$ cat src/rtl/stopwatch_ctrl.sv
// Stopwatch sequencer: debounced run/clear/lap buttons drive a 0..9999 counter
// whose live or lap-frozen value is presented on fndData for the FND display.
module stopwatch_ctrl #(
    parameter int TICK_DIV  = 1_000_000,
    parameter int DB_CYCLES = 1_000_000
) (
    input  logic        clk,
    input  logic        reset,
    input  logic        btn_run,
    input  logic        btn_clear,
    input  logic        btn_lap,
    output logic [13:0] fndData,
    output logic        running,
    output logic        lap_active,
    output logic        wrap
);

    localparam int DBW = $clog2(DB_CYCLES + 1);
    localparam int PSW = $clog2(TICK_DIV + 1);
    localparam logic [DBW-1:0] DB_LAST   = DBW'(DB_CYCLES - 1);
    localparam logic [PSW-1:0] TICK_LAST = PSW'(TICK_DIV - 1);
    localparam logic [13:0]    CNT_MAX   = 14'd9999;

    typedef enum logic [1:0] {
        ST_IDLE  = 2'd0,
        ST_RUN   = 2'd1,
        ST_PAUSE = 2'd2
    } state_e;

    // Bit order for all button vectors: [0] run, [1] clear, [2] lap.
    logic [2:0]           btn_raw_s;
    logic [2:0]           sync1_q, sync2_q;
    logic [2:0]           acc_q, acc_d;
    logic [2:0]           press_q, press_d;
    logic [2:0][DBW-1:0]  db_cnt_q, db_cnt_d;

    state_e               state_q, state_d;
    logic [PSW-1:0]       pre_q, pre_d;
    logic [13:0]          count_q, count_d;
    logic [13:0]          lap_val_q, lap_val_d;
    logic                 lap_on_q, lap_on_d;
    logic                 wrap_q, wrap_d;
    logic [13:0]          fnd_q;
    logic                 run_q;

    logic                 clr_s, run_s, lap_s, tick_s;

    assign btn_raw_s = {btn_lap, btn_clear, btn_run};

    // Debounce: accept a new level once it has differed for DB_CYCLES samples.
    always_comb begin
        for (int i = 0; i < 3; i++) begin
            acc_d[i]    = acc_q[i];
            press_d[i]  = 1'b0;
            db_cnt_d[i] = '0;
            if (sync2_q[i] != acc_q[i]) begin
                if (db_cnt_q[i] == DB_LAST) begin
                    acc_d[i]   = sync2_q[i];
                    press_d[i] = sync2_q[i];
                end else begin
                    db_cnt_d[i] = db_cnt_q[i] + DBW'(1);
                end
            end else begin
                db_cnt_d[i] = '0;
            end
        end
    end

    // Button synchronisers, debounce counters and press pulse registers.
    always_ff @(posedge clk or negedge reset) begin
        if (!reset) begin
            sync1_q  <= 3'b000;
            sync2_q  <= 3'b000;
            acc_q    <= 3'b000;
            press_q  <= 3'b000;
            db_cnt_q <= '0;
        end else begin
            sync1_q  <= btn_raw_s;
            sync2_q  <= sync1_q;
            acc_q    <= acc_d;
            press_q  <= press_d;
            db_cnt_q <= db_cnt_d;
        end
    end

    // Only the highest-priority press of a cycle survives: clear > run > lap.
    assign clr_s  = press_q[1];
    assign run_s  = press_q[0] & ~press_q[1];
    assign lap_s  = press_q[2] & ~press_q[1] & ~press_q[0];
    assign tick_s = (state_q == ST_RUN) && (pre_q == TICK_LAST);

    // Next-state logic for the controller, prescaler, counter and lap register.
    always_comb begin
        state_d   = state_q;
        pre_d     = pre_q;
        count_d   = count_q;
        lap_val_d = lap_val_q;
        lap_on_d  = lap_on_q;
        wrap_d    = 1'b0;
        case (state_q)
            ST_IDLE: begin
                pre_d = '0;
                if (run_s) begin
                    state_d = ST_RUN;
                end else begin
                    state_d = ST_IDLE;
                end
            end
            ST_RUN: begin
                if (tick_s) begin
                    pre_d   = '0;
                    wrap_d  = (count_q == CNT_MAX);
                    count_d = (count_q == CNT_MAX) ? 14'd0 : count_q + 14'd1;
                end else begin
                    pre_d = pre_q + PSW'(1);
                end
                if (run_s) begin
                    state_d = ST_PAUSE;
                end else if (lap_s) begin
                    // Lap captures the pre-increment count when a tick coincides.
                    lap_on_d = ~lap_on_q;
                    if (!lap_on_q) begin
                        lap_val_d = count_q;
                    end else begin
                        lap_val_d = lap_val_q;
                    end
                end else begin
                    state_d = ST_RUN;
                end
            end
            ST_PAUSE: begin
                if (clr_s) begin
                    state_d   = ST_IDLE;
                    count_d   = 14'd0;
                    lap_val_d = 14'd0;
                    lap_on_d  = 1'b0;
                end else if (run_s) begin
                    state_d = ST_RUN;
                end else if (lap_s) begin
                    lap_on_d = 1'b0;
                end else begin
                    state_d = ST_PAUSE;
                end
            end
            default: begin
                state_d   = ST_IDLE;
                pre_d     = '0;
                count_d   = 14'd0;
                lap_val_d = 14'd0;
                lap_on_d  = 1'b0;
            end
        endcase
    end

    // Controller state and registered outputs, driven from next-state values.
    always_ff @(posedge clk or negedge reset) begin
        if (!reset) begin
            state_q   <= ST_IDLE;
            pre_q     <= '0;
            count_q   <= 14'd0;
            lap_val_q <= 14'd0;
            lap_on_q  <= 1'b0;
            wrap_q    <= 1'b0;
            fnd_q     <= 14'd0;
            run_q     <= 1'b0;
        end else begin
            state_q   <= state_d;
            pre_q     <= pre_d;
            count_q   <= count_d;
            lap_val_q <= lap_val_d;
            lap_on_q  <= lap_on_d;
            wrap_q    <= wrap_d;
            fnd_q     <= lap_on_d ? lap_val_d : count_d;
            run_q     <= (state_d == ST_RUN);
        end
    end

    assign fndData    = fnd_q;
    assign running    = run_q;
    assign lap_active = lap_on_q;
    assign wrap       = wrap_q;

endmodule

$ cat config.mk
export PLATFORM = sky130hd
export DESIGN_NAME = stopwatch_ctrl
export DESIGN_NICKNAME = d
export VERILOG_FILES = /design/src/rtl/stopwatch_ctrl.sv
export SDC_FILE = /design/constraint.sdc
export NUM_CORES = 1
export LEC_CHECK = 0
export ABC_AREA = 1
export BUFFER_PORTS_ARGS = -buffer_cell sky130_fd_sc_hd__clkbuf_2
export CAP_MARGIN = 25
export CORE_UTILIZATION = 30
export CTS_BUF_LIST = sky130_fd_sc_hd__clkbuf_8 sky130_fd_sc_hd__clkbuf_16
export DETAILED_ROUTE_END_ITERATION = 10
export PLACE_DENSITY = 0.57
export RECOVER_POWER = 100
export SLEW_MARGIN = 20
export SYNTH_ARGS = -nofsm -noshare
export SYNTH_HDL_FRONTEND = slang
export SYNTH_SLANG_ARGS = --single-unit
$ cat constraint.sdc
create_clock -name clk -period 1.5 [get_ports clk]
set_input_delay 0.3 -clock clk [delete_from_list [all_inputs] [get_ports clk]]
set_output_delay 0.3 -clock clk [all_outputs]
set_load 0.01 [all_outputs]
After elaboration in Yosys (flattened, before gate mapping)
Index checks and enable logic that the tools add are counted.
{ "totals": {"register_bits": 139, "in_bits": 5, "out_inout_bits": 17, "word_cells": 83} }
{ "classes": {"addsub": 5, "n_eq_ne": 11, "muxes": 39, "n_bitwise": 6, "n_reduce_logical": 5} }
{ "ops": {"columns": ["op", "count"], "rows": [
  ["20-bit two-way mux", 7],
  ["14-bit two-way mux", 8],
  ["14-bit one-hot mux with 3 select lines", 2],
  ["20-bit by 1-bit adder with 20-bit output, second input constant", 4],
  ["20-bit equality test, second input constant", 4],
  ["20-bit one-hot mux with 2 select lines", 1],
  ["14-bit by 1-bit adder with 14-bit output, second input constant", 1],
  ["14-bit equality test, second input constant", 1],
  ["1-bit two-way mux", 14],
  ["2-bit two-way mux", 5],
  ["2-bit one-hot mux with 3 select lines", 1],
  ["2-bit AND reduction", 3],
  ["2-bit by 1-bit equality test with 1-bit output, second input constant", 2],
  ["1-bit AND", 3],
  ["1-bit != test", 3],
  ["1-bit inverter", 3],
  ["1-bit one-hot mux with 3 select lines", 1],
  ["2-bit equality test, second input constant", 1],
  ["2-bit logical NOT", 1],
  ["1-bit logical AND", 1]
]} }

Depth between registers and ports, before layout
Gate-level depths: netlist (run 1).
{ "logic_depth": {"depth_word": 8, "mapped_depth": 12, "depth_no_buf": 11} }

Least setup slack after synthesis (run 1)
No wires, ideal clock.
{ "synth_path": {"path_kind": "reg-to-reg", "startpoint": "register press_q[1]", "endpoint": "register fnd_q[10] (netlist: fndData[10])", "setup_ns": 0.120, "arrival_time_ns": 1.462, "required_ns": 1.380, "setup_slack_ns": -0.082, "stages_incl_launch_ff": 10, "n_path_buf": 1, "synth_period_minus_slack_ns": 1.582, "cell_sequence": "dfrtp_1 inv_1 nand3_1 ha_1 nor3_2 nor3_4 inv_2 buf_4 nand2_1 nand2_1"} }
{ "synth_via": {"elab_chain_len": 8, "word_cells_on_any_way": 17, "cone_classes": "mux: 13; bitwise: 4"} }
{ "synth_rtl": {"columns": ["item", "line_no", "source"], "rows": [
  ["start, declared", "34", "logic [2:0] press_q, press_d;"],
  ["start signal, assigned", "81", "press_q <= press_d;"],
  ["1-bit inverter", "88, 89", null],
  ["1-bit AND (2 in a row)", "89", "assign lap_s = press_q[2] & ~press_q[1] & ~press_q[0];"],
  ["1-bit two-way mux", "139", "end else if (lap_s) begin"],
  ["1-bit two-way mux", "137", "end else if (run_s) begin"],
  ["1-bit two-way mux", "132", "if (clr_s) begin"],
  ["1-bit one-hot mux with 3 select lines *", "100", "case (state_q)"],
  ["via lap_on_d", "41", "logic lap_on_q, lap_on_d;"],
  ["14-bit two-way mux *", "173", "fnd_q <= lap_on_d ? lap_val_d : count_d;"],
  ["end signal, assigned", "173", null],
  ["end, declared", "43", "logic [13:0] fnd_q;"]
]} }
Mark *: on every way through the listed nets, which the timed path passes. The rest lies on a longest branch.
A chain may end at the register's enable or synchronous reset.

==> results.md, run 1 <==
- Outcome: finished, violations left
- Violated checks: negative setup slack
- Synthesized area per cell: between 7 and 8 µm²
- Syn Nets: roughly 900
- H-tree levels: 4
- Count of final setup violators: 52
- Mapped Cells: 883
- Filler instances: about 2200
- Reg clk slew, reported paths: about 0.06 ns
- Reg2reg end: db_cnt_q[11]$_DFF_PN0_
- RR Startpoint: db_cnt_q[0]$_DFF_PN0_
- Final Cycle Share: 109%
- Final Non-Filler Cells: about 1400
- Placed cell count: roughly 1300
- Die H: roughly 150 µm
- First-pass GRT wire length: ~30000 µm
- Num CTS Buffers: 17
- Fin util: 46.1%
- Flop2flop setup slack: -0.14 ns
- Antenna violations before repair: 0
- Layout overhead on the synthesized area: 50.0%
- Slowest CP cell: dfrtp_1
- RSZ-0062 raised after global routing: true
- RePlAce Congestion: roughly 0.83
- R2R depth: 7
- Total routed wirelength: about 18000 µm
- Achievable frequency: 609 MHz
- Sink Count: between 100 and 150
- Die Width: between 150 and 200 µm
- Via density: about 4.5
- Drt pass-1 iters: 5
- Critical path arrival: just under 2 ns
- Predominant post-synthesis flop cell: dfrtp_1
- Skew-Pair Late Insertion Delay: ~0.43 ns
- CP max stage delay: approximately 0.36 ns
- Final hold vios: 0
- Row cnt: 55
- CP Capture Type: register
- Mapped Area: ~7000 µm²
- Min cycle time layout: ~1.6 ns
- Static leakage: about 5 nW
- Nets: between 1000 and 1500
- Max VDD drop: around 0.53 mV
- Sequential fraction of the synthesis area: between 40% and 50%
- Cell depth of the worst hold path: 0
- ANT nets after route: 0
- GRT Total Usage: roughly 16%
- Crit path top cell by count: nand4_1
- Worst min-delay path endpoint: sync2_q[0]$_DFF_PN0_
- Remaining Overflow, GRT: 0
- Largest net degree at the start of global routing: 42
- PD cells: approximately 800 nW/µm²
- Startpoint types: register
- Worst relative slew slack: 49.4%
- Clock buffer depth: 2
- Min-delay src: sync1_q[0]$_DFF_PN0_
- Port bufs: 21
- Slew Viols, Final: 0
- Setup TNS: -3.52 ns
- Antenna diode count: 0
- CTS Root Cell: clkbuf_16
- FF+latch count, synth: roughly 140
- Max-cap viol count: 0
- Share of layout cells above drive strength 1: between 30% and 40%
- Core area: between 20000 and 25000 µm²
- Average wire per standard cell: approximately 13 µm
- CP Cell Sequence: ha_2 -> nand4_1 -> nor2_1 -> nand4_1 -> nand2_2 -> buf_6 -> nor3b_2
- Initial core utilization: 30.8%
- Ys async rst share: 100%
- Netlist cell types: 42
- Worst-Margin Slew: 0.759 ns
- Crit Path Max Fanout: 7
- Number of synthesized flops with an enable pin: 0
- IO Count: 22
- Setup ws final: -0.142 ns
- Via Count: ~6400
- Tightest Hold Check Type: reg2reg
- DP Wirelength: 12200 µm
- Initial drt markers: about 360
- Die area: ~24000 µm²
- Vias in the first global route: roughly 6300
- Critical path type: reg2reg
- DRC: 0
- Yosys warnings: 0
- CP required: ~1.8 ns
- CTS tree: yes
- Clock skew: 0.0113 ns
placed cells by master, fill, tap and decap left out, types with 6 or more instances in the layout:
cell         n
nand2_1    163
buf_4      147
dfrtp_1    136
inv_1       92
nor2_1      92
nand3_1     42
nand2_2     39
nand4_1     31
nor2_2      28
xor2_1      22
buf_6       21
nor2_4      20
nand3_2     20
clkbuf_16   18
clkbuf_2    18
o21ai_0     16
o21ai_1     16
o21ai_2     15
a21oi_1     14
inv_2       13
nor3_2      12
nand3_4     10
buf_12       8
nor3_1       7
a21oi_2      7
nor3_4       6
stage by stage:
stage | total power (W) | setup slack, ns | hold WS, ns | area (µm²)
finish | 0.00826 | -0.142 | 0.355 | 10500
global route | 0.00855 | -0.226 | 0.365 | 10500
CTS | 0.00830 | -0.102 | 0.315 | 9680
detailed placement | 0.00408 | -0.274 | 0.203 | 8620
global placement | 0.00408 | -0.200 | 0.200 | 8620
floorplan | 0.00393 | -0.0218 | 0.00441 | 7030
power by group:
group / leakage [nW] / switching [W] / internal (W)
registers: 1.92 / 0.0000251 / 0.00378
logic: 2.78 / 0.000171 / 0.000107
clock network: 0.284 / 0.00169 / 0.00249
state kept, by name, indices dropped and copies added, names as in the netlist, 14 cells and up:
| register | cells |
|---|---|
| fndData | 14 |
| pre_q | 20 |
| db_cnt_q | 60 |
| count_q | 14 |
| lap_val_q | 14 |
cells in the mapped netlist (4+ instances only):
master	number	share of area, %
nor2_2	7	0.62
inv_1	101	5.4
o21ai_1	13	0.93
a21oi_1	22	1.6
o21ai_0	34	2.4
nand2_1	206	11
nand4_1	31	2.8
inv_2	8	0.43
nor3_2	4	0.57
xnor2_1	5	0.62
xor2_1	27	3.4
and3_1	4	0.36
ha_1	6	1.1
dfrtp_1	139	50
nor3_1	19	1.4
buf_2	9	0.64
nor2_1	132	7.1
nand3_1	71	5.1
nand3b_1	4	0.43
nor3b_1	7	0.75
cell families after synthesis:
family          synth area share (%)
simple gates                    32.4
flops                           49.6
buf+inv                         6.93
compound gates                  6.00
xor+xnor                        4.00
fa+ha+maj                       1.07
how the worst max path moves through the flow:
stage	cells after the start	startpoint	to
floorplan	8	pre_q[0]$_DFFE_PN0P_	pre_q[12]$_DFFE_PN0P_
CTS	10	pre_q[1]$_DFFE_PN0P_	fndData[2]$_DFF_PN0_
detailed placement	8	press_q[1]$_DFF_PN0_	fndData[11]$_DFF_PN0_
global route	9	db_cnt_q[0]$_DFF_PN0_	db_cnt_q[18]$_DFF_PN0_
global placement	8	press_q[0]$_DFF_PN0_	fndData[11]$_DFF_PN0_
finish	7	db_cnt_q[0]$_DFF_PN0_	db_cnt_q[11]$_DFF_PN0_
routing by layer:
layer  vias up  GRT usage [%]  wire [µm]
li1       3252              -          -
met1      3068           20.0       8430
met2        94           26.3       9110
met3        17           3.61        514
met4         0           4.53        182
met5         -              0          0
cell type report:
class,count,area (µm²),area share [%]
multi-input cells,620,3930,37.4
flip-flops and latches,139,3480,33.1
repair buffers,203,1680,16.0
inverters,110,445,4.24
clock buffers,18,439,4.18
well taps,313,392,3.73
clock inverters,14,145,1.38
critical path: cells and delay by family, from the launching register on:
| kind | cells | cell delay [ns] |
|---|---|---|
| buf+inv | 1 | 0.16 |
| simple gates | 5 | 0.82 |
| flops | 1 | 0.36 |
| fa+ha+maj | 1 | 0.19 |
repair_timing:
item | in CTS | in global routing
endpoints found under the hold margin | 26 | 0
hold buffers | 4 | 0
gates cloned | 0 | 2
resized for setup | 83 | 191
pin swaps | 41 | 57
setup buffers | 16 | 18
endpoints found under the setup margin | 102 | 113
Note: power is estimated with default switching activity, not from simulation.
==> inputs of run 2 (changes only) <==
==> constraint.sdc (replaced) <==
create_clock -name clk -period 1.5 [get_ports clk]
set_input_delay 0.375 -clock clk [delete_from_list [all_inputs] [get_ports clk]]
set_output_delay 0.375 -clock clk [all_outputs]
set_load 0.01 [all_outputs]
==> run 2 against run 1 <==
The run still ends with negative setup slack left. Sequential share of layout area rose by 0.71 points. Clock skew down 0.00076 ns. Critical path depth up 4. Sequential power is essentially flat. Cell count fell by 0.35%. Combinational power is 5% lower. Core utilization shrank 0.97 points. Global-route usage decreased by 0.15 points. Clock power down 5.0%. Critical endpoint is now pre_q[19]$_DFFE_PN0P_. Highest routed layer unchanged.
==> results.md, run 2 (synthesized netlist as in run 1, its figures left out) <==
- Outcome: finished, violations left
- Violated checks: negative setup slack
- Final hold vios: 0
- R2R depth: 11
- Die Width: around 150 µm
- Skew-Pair Late Insertion Delay: ~0.43 ns
- CP Capture Type: register
- Commonest non-fill, non-tap cell in the layout: nand2_1
- Largest net degree at the start of global routing: 39
- Port bufs: 21
- Static leakage: roughly 5 nW
- Die H: 155 µm
- Met3 Track Usage GR: approximately 2.8%
- Sink Count: approximately 140
- Row cnt: 55
- Critical path type: reg2reg
- Worst min-delay path endpoint: sync1_q[1]$_DFF_PN0_
- Top Usage Layer GRT: met2
- Count of final setup violators: 67
- Fin util: 45.2%
- Achievable frequency: 621 MHz
- GRT met2 Usage: 25.5%
- PD cells: approximately 800 nW/µm²
- Crit Path Max Fanout: 3
- Reg2reg end: pre_q[19]$_DFFE_PN0P_
- Reg clk slew, reported paths: roughly 0.07 ns
- Tot Pwr: 0.00803 W
- Total routed wirelength: roughly 18000 µm
- RR Startpoint: pre_q[1]$_DFFE_PN0P_
- GRT Total Usage: between 15 and 20%
- Startpoint types: register
- Tightest Hold Check Type: in2reg
- Antenna diode count: 0
- Max-cap viol count: 0
- Clock skew: approximately 0.011 ns
- Nets: ~1100
- ANT nets after route: 0
- DRC: 0
- Remaining Overflow, GRT: 0
- Initial drt markers: between 300 and 400
- DP Wirelength: between 10000 and 15000 µm
- Slew Viols, Final: 0
- Filler instances: ~2200
- Num CTS Buffers: 17
- H-tree levels: 4
- Min-delay src: btn_clear
- RSZ-0062 raised after global routing: true
- Setup ws final: -0.110 ns
- First-pass GRT wire length: between 20000 and 30000 µm
- Setup TNS: -3.03 ns
- Worst-Margin Slew: around 1.0 ns
- RePlAce Congestion: 0.851
- Share of layout cells above drive strength 1: roughly 37%
- CP required: 1.86 ns
- Layout overhead on the synthesized area: 46.9%
- Met1 Track Usage GR: ~20%
- Drt pass-1 iters: 4
- Worst relative slew slack: ~34%
- Min cycle time layout: between 1.5 and 2 ns
- Final Cycle Share: 107%
- Via density: ~4.5
- Leading registers by flop count: db_cnt_q: 60 flops, pre_q: 20 flops
- Largest reg by FF count: db_cnt_q
- Clock buffer depth: 2
- IO Count: 22
- Antenna violations before repair: 0
- Largest register FFs: 60
- Most frequent cells in the layout: nand2_1, dfrtp_1, buf_4, nor2_1, inv_1
- Cell depth of the worst hold path: 1
- CTS Root Cell: clkbuf_16
- Critical path arrival: 1.97 ns
- Initial core utilization: between 30% and 40%
- CTS tree: yes
- Die area: about 24000 µm²
- Max VDD drop: around 0.74 mV
- Vias in the first global route: 6357
- Core area: 22800 µm²
- Average wire per standard cell: between 10 and 15 µm
- Flop2flop setup slack: -0.11 ns
- Via Count: around 6400
==> run 2: changes by cell type in the layout (fill, tap and decap cells not counted), moves of 4 or more <==
| cell | before | now |
|---|---|---|
| buf_4 | 147 | 130 |
| o21ai_2 | 15 | 10 |
| o21ai_1 | 16 | 21 |
| nand2_2 | 39 | 31 |
| clkbuf_1 | 3 | 17 |
| nor2_4 | 20 | 16 |
| nand2_1 | 163 | 170 |
| buf_6 | 21 | 30 |
| clkbuf_2 | 18 | 8 |
==> run 2: worst max-delay path by stage <==
stage / cells past startpoint / start / end
floorplan: 8 / pre_q[0]$_DFFE_PN0P_ / pre_q[12]$_DFFE_PN0P_
CTS: 10 / pre_q[1]$_DFFE_PN0P_ / fndData[0]$_DFF_PN0_
finish: 11 / pre_q[1]$_DFFE_PN0P_ / pre_q[19]$_DFFE_PN0P_
detailed placement: 8 / press_q[0]$_DFF_PN0_ / fndData[13]$_DFF_PN0_
global route: 7 / db_cnt_q[1]$_DFF_PN0_ / db_cnt_q[15]$_DFF_PN0_
global placement: 8 / press_q[1]$_DFF_PN0_ / fndData[0]$_DFF_PN0_
==> run 2: cell type report <==
cell class                      count  area [µm²]  area share, %
Multi-Input combinational cell    620        3810           37.0
Sequential cell                   139        3480           33.8
Tap cell                          313         392           3.81
Clock inverter                     14         125           1.22
Inverter                          110         435           4.23
Clock buffer                       17         425           4.13
Timing Repair Buffer              199        1620           15.7
==> run 2: stage by stage <==
stage / hold slack, ns / instance area [µm²] / instances / setup slack (ns)
after floorplan: 0.0794 / 7030 / 883 / -0.0218
after global placement: 0.308 / 8670 / 1354 / -0.202
after detailed placement: 0.306 / 8670 / 1354 / -0.276
after CTS: 0.0281 / 9520 / 1392 / -0.118
after global routing: 0.0307 / 10300 / 1412 / -0.225
final: 0.0474 / 10300 / 1412 / -0.110
==> run 2: power breakdown <==
part,internal [W],leakage (nW),switching [W]
clock,0.00227,0.265,0.00170
combinational,0.000103,2.71,0.000161
sequential,0.00378,1.92,0.0000228
==> run 2: repair_timing <==
action / in CTS / in global routing
setup endpoints to repair: 95 / 114
hold buffers: 1 / 0
resized for setup: 64 / 205
hold endpoints to repair: 31 / 0
buffers inserted: 6 / 22
cloned: 0 / 1
pin swaps: 29 / 69
==> run 2: routing by layer <==
| metal | share of wire (%) | wire length (µm) | up-vias |
|---|---|---|---|
| met2 | 49 | 8560 | 86 |
| met5 | 0 | 0 | - |
| met3 | 2.7 | 476 | 24 |
| met1 | 47 | 8270 | 3014 |
| met4 | 1.8 | 319 | 0 |
| li1 | - | - | 3257 |
==> run 2: worst max-delay path, cell delays in order, from the launching register on <==
cell and delay (ns):
dfrtp_1 0.39, buf_6 0.11, buf_6 0.10, nand3_4 0.05, nor2_1 0.17, nand3_2 0.11
inv_2 0.07, nand2_2 0.05, or2_4 0.26, nand2_2 0.07, nand2_1 0.05, nor2_1 0.10
